===== src/rtl/pp_row_accumulator.sv =====
// Sequential Baugh-Wooley row reduction: accumulates N weighted partial-product
// rows into a 2N-bit signed product, delivered through a valid/ready output.
module pp_row_accumulator #(
    parameter int N = 16
) (
    input  logic           clk,
    input  logic           rst_n,
    input  logic           in_valid,
    output logic           in_ready,
    input  logic [N-1:0]   row_in,
    output logic           out_valid,
    input  logic           out_ready,
    output logic [2*N-1:0] product
);

    localparam int KW = $clog2(N);
    localparam logic [KW-1:0] KLAST = KW'(N - 1);
    // Baugh-Wooley correction constant 2^N + 2^(2N-1)
    localparam logic [2*N-1:0] CORR = {1'b1, {(N-2){1'b0}}, 1'b1, {N{1'b0}}};

    typedef enum logic {ACCUM, DONE} state_t;

    state_t         state;
    logic [KW-1:0]  k;
    logic [2*N-1:0] acc;
    logic [2*N-1:0] acc_next;
    logic [N-1:0]   r;

    // The last row carries the sign weight, so it enters complemented.
    always_comb begin
        r        = (k == KLAST) ? ~row_in : row_in;
        acc_next = acc + ({{N{1'b0}}, r} << k);
    end

    assign in_ready = (state == ACCUM);

    always_ff @(posedge clk or negedge rst_n) begin
        if (!rst_n) begin
            state     <= ACCUM;
            k         <= '0;
            acc       <= CORR;
            product   <= '0;
            out_valid <= 1'b0;
        end else begin
            case (state)
                ACCUM: begin
                    if (in_valid) begin
                        if (k == KLAST) begin
                            product   <= acc_next;
                            out_valid <= 1'b1;
                            state     <= DONE;
                            acc       <= CORR;
                            k         <= '0;
                        end else begin
                            acc <= acc_next;
                            k   <= k + KW'(1);
                        end
                    end
                end
                DONE: begin
                    if (out_ready) begin
                        state     <= ACCUM;
                        out_valid <= 1'b0;
                    end
                end
                default: state <= ACCUM;
            endcase
        end
    end

endmodule


===== config.mk =====
export PLATFORM = sky130hd
export DESIGN_NAME = pp_row_accumulator
export DESIGN_NICKNAME = d
export VERILOG_FILES = /design/src/rtl/pp_row_accumulator.sv
export SDC_FILE = /design/constraint.sdc
export NUM_CORES = 1
export LEC_CHECK = 0
export CAP_MARGIN = 5
export CORE_UTILIZATION = 55
export DETAILED_ROUTE_END_ITERATION = 8
export GPL_TIMING_DRIVEN = 0
export PLACE_DENSITY = 0.78
export SLEW_MARGIN = 0
export SYNTH_ARGS = -nofsm -noshare
export SYNTH_HDL_FRONTEND = slang
export SYNTH_SLANG_ARGS = --single-unit

===== constraint.sdc =====
create_clock -name clk -period 7.9 [get_ports clk]
set_input_delay 1.58 -clock clk [delete_from_list [all_inputs] [get_ports clk]]
set_output_delay 1.58 -clock clk [all_outputs]
set_load 0.005 [all_outputs]

==> results of run 1 <==
[worst register-to-register path: stages, from the launching register on]
cell and delay, ns:
dfrtp_1 0.35, buf_2 0.20, buf_2 0.33, mux4_2 0.59
xnor2_1 0.19, nand2_1 0.07, o21ai_0 0.18, o22ai_1 0.21
ha_1 0.32, buf_2 0.19, nand4_2 0.20, nor2_1 0.13
o211ai_1 0.16, a21boi_0 0.70, a31oi_1 0.25, xor2_1 0.20
o21ai_0 0.09
[final cells by class]
type / count / area, sq um
clock buffer: 11 / 151.4
clock inverter: 5 / 41.29
timing repair buffer: 53 / 528.0
inverter: 9 / 33.78
sequential: 70 / 1754
fill: 803 / 3092
tap: 129 / 161.4
multi-input combinational: 500 / 3362
buffer: 37 / 160.2
[stage by stage]
stage                     setup WS, ns  utilization
after detailed placement         2.384       0.6462
final                            2.608       0.6670
after global routing             2.404       0.6670
after floorplan                  3.591            -
after CTS                        2.753       0.6670
after global placement           2.455       0.6465
[Yosys cell counts, types with 3 or more instances]
library cell | number | share of area
clkbuf_1 | 20 | 0.014
dfrtp_1 | 68 | 0.32
a22o_1 | 8 | 0.013
o22ai_1 | 5 | 0.0059
nand3_1 | 9 | 0.0085
mux4_2 | 5 | 0.021
o21ai_1 | 6 | 0.0057
nor2_1 | 45 | 0.032
a21oi_1 | 49 | 0.046
ha_1 | 32 | 0.075
xnor2_1 | 36 | 0.059
mux2i_1 | 17 | 0.032
buf_1 | 7 | 0.0049
nor3_1 | 10 | 0.0094
nor2b_1 | 5 | 0.0059
and3_1 | 4 | 0.0047
xor2_1 | 12 | 0.020
buf_2 | 7 | 0.0066
nand2_1 | 99 | 0.070
inv_1 | 8 | 0.0057
nand4_1 | 3 | 0.0035
o211ai_1 | 11 | 0.016
mux2_2 | 15 | 0.032
o21ai_0 | 58 | 0.055
a21o_1 | 8 | 0.011
and2_1 | 5 | 0.0059
nand2b_1 | 3 | 0.0035
a211o_1 | 4 | 0.0066
o31ai_1 | 10 | 0.014
a211oi_1 | 3 | 0.0042
a31oi_1 | 7 | 0.0082
[flip-flops by register name, indices dropped and copies added, names as in the netlist]
| register | flops |
|---|---|
| k | 4 |
| product | 32 |
| state | 1 |
| out_valid | 1 |
| acc | 32 |
[cells by family (layout without fill, tap and decap cells)]
kind of cell    count (synthesis)  in the layout  share of synthesized area
mux                            37             37                    0.08506
xor+xnor                       48             48                    0.07917
simple gates                  187            187                     0.1499
fa+ha+maj                      33             33                    0.07917
compound gates                195            195                     0.2399
flops                          70             70                     0.3303
buf+inv                        46            115                    0.03652
[layer usage]
layer,vias up,part of all wire
met5,-,0
met2,180,0.45
li1,2343,-
met4,0,0.027
met3,33,0.062
met1,2382,0.46
[worst max-delay path by stage]
stage / start / endpoint / slack [ns] / cells after the start
floorplan: row_in[4] / acc[31] / 3.59 / 14
global placement: row_in[3] / product[21] / 2.46 / 16
detailed placement: row_in[3] / product[25] / 2.38 / 16
CTS: row_in[3] / product[25] / 2.75 / 16
global route: row_in[3] / acc[29] / 2.40 / 17
finish: row_in[3] / acc[29] / 2.61 / 17
[layout by cell type (no fill, tap or decap), drive strengths merged, types with 12 or more instances in the layout]
cell type      count
dfrtp             68
xor2              12
mux2i             17
nor2              45
nand2             99
xnor2             36
o21ai             66
ha                32
buf               17
a21oi             49
clkbuf            32
clkdlybuf4s50     52
mux2              15
==> results by group, run 1 <==
Timing
  • # setup viols final: 0
  • Relative slew slack: 0.3126
  • Final worst path period share: 0.6699
  • Worst-Margin Slew: between 1 and 1.5 ns
  • Hold slack: 0.4829 ns
  • Setup tns final: 0 ns
  • Skew final: about 0.016 ns
  • Tmin final: between 5 and 6 ns
  • Final Hold Viols: 0
  • RSZ-0062 raised after global routing: false
  • Pins over their slew limit: 0
  • Max Fclk: between 150 and 200 MHz

Clock tree
  • Post-CTS setup buffers: 0
  • Root Buffer: clkbuf_8
  • Num Clock Sinks: 70
  • CTS resizes: 0
  • Skew-Pair Late Insertion Delay: roughly 0.37 ns
  • Clk pin slew, worst setup/hold paths: about 0.090 ns
  • Clk buf depth: 2
  • Hold-fix buffers, CTS: 0
  • Clock buffer count from CTS: 9
  • Htree depth: 3
  • CTS tree: built

Yosys
  • EDFF count, synth: 0
  • Count of unique library cells instantiated by Yosys: between 60 and 70
  • Ys flop type: dfrtp_1
  • Syn Std Cell Area: 0.005310 sq mm
  • Synth Net Count: between 600 and 700
  • #FFs+latches synth: 70
  • Avg Cell Area, Syn: roughly 8.6 sq um
  • Sequential area share after synthesis: 0.3303
  • Synth async-reset ratio: 1.000
  • Synth Instances: about 620
  • Synth Warn #: 0

Floorplan
  • Chip width: around 100 um
  • Area of the core: ~0.0093 sq mm
  • Num rows: 35
  • Starting density of the core: 0.5720
  • DIE AREA: between 0.01 and 0.015 sq mm
  • IO Count: 54
  • Die height: between 100 and 150 um

Worst hold path
  • Min-delay worst type: reg2reg
  • Cells on Worst Hold Path: 2
  • Hold_sp: product[29]
  • Hold EP: product[29]

Global route
  • M2 GR Usage: 0.5285
  • GRT met1 Usage: 0.4546
  • GR peak layer: met2
  • Total GRT Usage: 0.3311
  • Vias in the first global route: a little under 5000
  • Largest net degree at the start of global routing: 71
  • Initial antenna violation count: 0
  • First-pass GRT wire length: ~25000 um
  • GRT overflow: 0
  • GR Util met3: 0.05153

Route
  • TritonRoute pass-1 iters: 5
  • Via/cell ratio: 6.066
  • Via count: roughly 4900
  • Routed Antenna Nets: 0
  • Drt wl/cell: between 15 and 20 um
  • Total Wirelength: 15910 um
  • Initial DRC Count: 273
  • DRC: 0

Place
  • Dpl cells: 798
  • Placed instance area: approximately 0.0060 sq mm
  • DP Wirelength: between 10000 and 15000 um
  • Final Wtd Congestion: ~0.9
  • IO Port Bufs: 53

Worst setup path
  • Worst setup SP type: primary input
  • Slowest-stage cell, CP: o21ai_0
  • RR Endpoint: acc[29]
  • Top cell by count, worst path: o21ai_0
  • CP Class: in2reg
  • Worst path cell trace: clkdlybuf4s50_1, nor2b_1, a211oi_1, a21oi_1, xnor2_1, nand2_1, o21ai_0, o21ai_0, ha_1, clkbuf_1, nand2_1, o21ai_0, nand3_1, a31oi_1, a31oi_1, xor2_1, o21ai_0
  • Crit path max-delay family: compound AO/OA/AOI/OAI gates
  • Crit Reg-Reg Startpoint: k[0]
  • Crit path arrival time: 5.51 ns
  • Worst path bufs/invs: 2
  • WP data required: about 8 ns
  • CP max FO: 7
  • Critical Path Max Stage Delay: 0.70 ns
  • CP endpoint kind: flop
  • R2R setup slack: 3.39 ns
  • Reg2reg path depth: 16

Final layout
  • Proportion of layout cells with a drive suffix above 1: 0.08759
  • Diode count: 0
  • Synth-to-Final Area Change: 16.61%
  • Finished Cell Area: 0.006192 sq mm
  • Layout Nets: roughly 730
  • Final instance count without filler cells: about 800

Run
  • Max_cap viols: 0

Run status
  • Status: finished, final reports clean
Power of run 1 is not shown: default switching activity piles up to over one toggle a cycle in this logic, so the estimate is an artifact.
==> run 2, diff against run 1 <==
==> constraint.sdc (replaced) <==
create_clock -name clk -period 4.9 [get_ports clk]
set_input_delay 0.98 -clock clk [delete_from_list [all_inputs] [get_ports clk]]
set_output_delay 0.98 -clock clk [all_outputs]
set_load 0.005 [all_outputs]
==> results of run 2 <==
The final DEF is identical to that of run 1. Status: finished, final reports clean.
Main changes from that run: setup slack after placement 2.384 ns -> -0.01620 ns; setup slack after layout 2.608 ns -> 0.2079 ns; register-to-register setup slack 3.39 ns -> 0.39 ns
Power of run 2 is left out for the same reason.
==> run 3, diff against run 2 <==
--- a/config.mk
+++ b/config.mk
@@ -5,11 +5,10 @@
 export SDC_FILE = /design/constraint.sdc
 export NUM_CORES = 1
 export LEC_CHECK = 0
-export CAP_MARGIN = 5
 export CORE_UTILIZATION = 55
 export DETAILED_ROUTE_END_ITERATION = 8
 export GPL_TIMING_DRIVEN = 0
-export PLACE_DENSITY = 0.78
+export PLACE_DENSITY = 0.76
 export SLEW_MARGIN = 0
 export SYNTH_ARGS = -nofsm -noshare
 export SYNTH_HDL_FRONTEND = slang
==> run 3 against run 2 <==
Largest cell class unchanged. Critical path depth fell by 1. Global-route usage fell by 0.78 points. Die area unchanged. Utilization shrank 0.18 points. Highest routed layer unchanged. Sequential share of layout area increased by 0.075 points. Wire length decreased by 3.7%. Final cell count unchanged. Hold slack barely moved. Maximum frequency rose by 3.0%. Clock skew is 0.0029 ns lower.
==> results by group, run 3 (synthesis results as in run 1) <==
Run status
  • Status: finished, final reports clean

Timing
  • Final Hold Viols: 0
  • Final worst path period share: 0.9294
  • Worst-Margin Slew: around 0.95 ns
  • # setup viols final: 0
  • Skew final: 0.01295 ns
  • Relative slew slack: 0.3611
  • RSZ-0062 raised after global routing: false
  • Max Fclk: roughly 220 MHz
  • Tmin final: 4.554 ns
  • Pins over their slew limit: 0
  • Setup tns final: 0 ns

Route
  • Routed Antenna Nets: 0
  • Initial DRC Count: approximately 260
  • TritonRoute pass-1 iters: 5
  • Total Wirelength: roughly 15000 um
  • Via count: ~4900
  • DRC: 0
  • Drt wl/cell: 18.82 um
  • Via/cell ratio: 6.012

Clock tree
  • Num Clock Sinks: 70
  • Skew-Pair Late Insertion Delay: 0.36 ns
  • CTS resizes: 0
  • Post-CTS setup buffers: 0
  • Clock buffer count from CTS: 9
  • Clk pin slew, worst setup/hold paths: 0.08 ns
  • Root Buffer: clkbuf_8
  • Htree depth: 3
  • Clk buf depth: 2
  • Hold-fix buffers, CTS: 0
  • CTS tree: built

Floorplan
  • IO Count: 54
  • Chip width: between 100 and 150 um
  • Area of the core: approximately 0.0093 sq mm
  • Die height: ~100 um
  • Starting density of the core: 0.5720
  • DIE AREA: 0.01005 sq mm
  • Num rows: 35

Worst setup path
  • Reg2reg path depth: 15
  • Crit path arrival time: ~4.8 ns
  • CP max FO: 7
  • CP Class: in2reg
  • CP endpoint kind: flop
  • WP data required: about 5.2 ns
  • Worst setup SP type: primary input

Final layout
  • Proportion of layout cells with a drive suffix above 1: 0.08613
  • Finished Cell Area: a little over 0.006 sq mm
  • Most common cell after layout, fill and taps aside: nand2_1
  • Fin util: 0.6652
  • Fill cell count: around 850
  • Diode count: 0
  • Layout Nets: 733
  • Most frequent cells in the layout: nand2_1, dfrtp_1, o21ai_0
  • Synth-to-Final Area Change: 16.31%
  • Largest regs: acc (32), product (32), k (4)

Place
  • IO Port Bufs: 53
  • DP Wirelength: approximately 11000 um
  • Placed instance area: between 0.005 and 0.006 sq mm
  • Final Wtd Congestion: approximately 0.99

Global route
  • Vias in the first global route: 4702
  • First-pass GRT wire length: roughly 25000 um
  • Total GRT Usage: 0.3233
  • Initial antenna violation count: 0
  • Largest net degree at the start of global routing: 71
  • GRT overflow: 0

Run
  • Max_cap viols: 0

Worst hold path
  • Min-delay worst type: reg2reg
  • Cells on Worst Hold Path: 2
==> run 3: metrics by stage <==
step                      instances  setup WS, ns  hold WS (ns)
final                           814        0.3458        0.4825
after global routing            814        0.1706        0.5202
after CTS                       814        0.4775        0.4893
after detailed placement        798        0.1294        0.4702
after global placement          798        0.1178        0.4574
after floorplan                 616         1.191        0.4453
==> run 3: worst max-delay path, cell delays in order <==
cell             delay [ns]
clkdlybuf4s50_1        0.44
nor2b_1                0.15
a211oi_1               0.22
a21oi_1                0.08
xnor2_1                0.34
nand2_1                0.08
o21ai_0                0.18
o21ai_0                0.26
ha_1                   0.34
clkbuf_1               0.25
nand2_1                0.12
o21ai_0                0.62
a21o_1                 0.20
a31oi_1                0.05
xnor2_1                0.19
mux2_2                 0.29
==> run 3: final cells by class <==
| class | count | area (sq um) | share of cell area |
|---|---|---|---|
| Buffer | 37 | 160.2 | 0.02593 |
| Clock buffer | 11 | 141.4 | 0.02289 |
| Clock inverter | 5 | 35.03 | 0.005673 |
| Inverter | 9 | 33.78 | 0.005470 |
| Multi-Input combinational cell | 500 | 3362 | 0.5444 |
| Sequential cell | 70 | 1754 | 0.2840 |
| Tap cell | 129 | 161.4 | 0.02613 |
| Timing Repair Buffer | 53 | 528.0 | 0.08549 |
==> run 3: final timing paths <==
path	from	end	slack, ns
setup reg to reg	k[1]	product[28]	0.57
min in group asynchronous	rst_n	product[27]	0.72
hold / removal	product[29]	product[29]	0.48
setup / recovery	row_in[3]	product[21]	0.35
max in group asynchronous	rst_n	acc[2]	3.57
hold reg to reg	product[29]	product[29]	0.48
==> run 3: metal layers <==
layer	global-route usage	vias up	routed length [um]
li1	-	2343	-
met2	0.5047	184	6936
met3	0.05501	24	1057
met4	0.1048	0	321
met1	0.4572	2343	7004
met5	0	-	0
Power of run 3 is left out for the same reason.
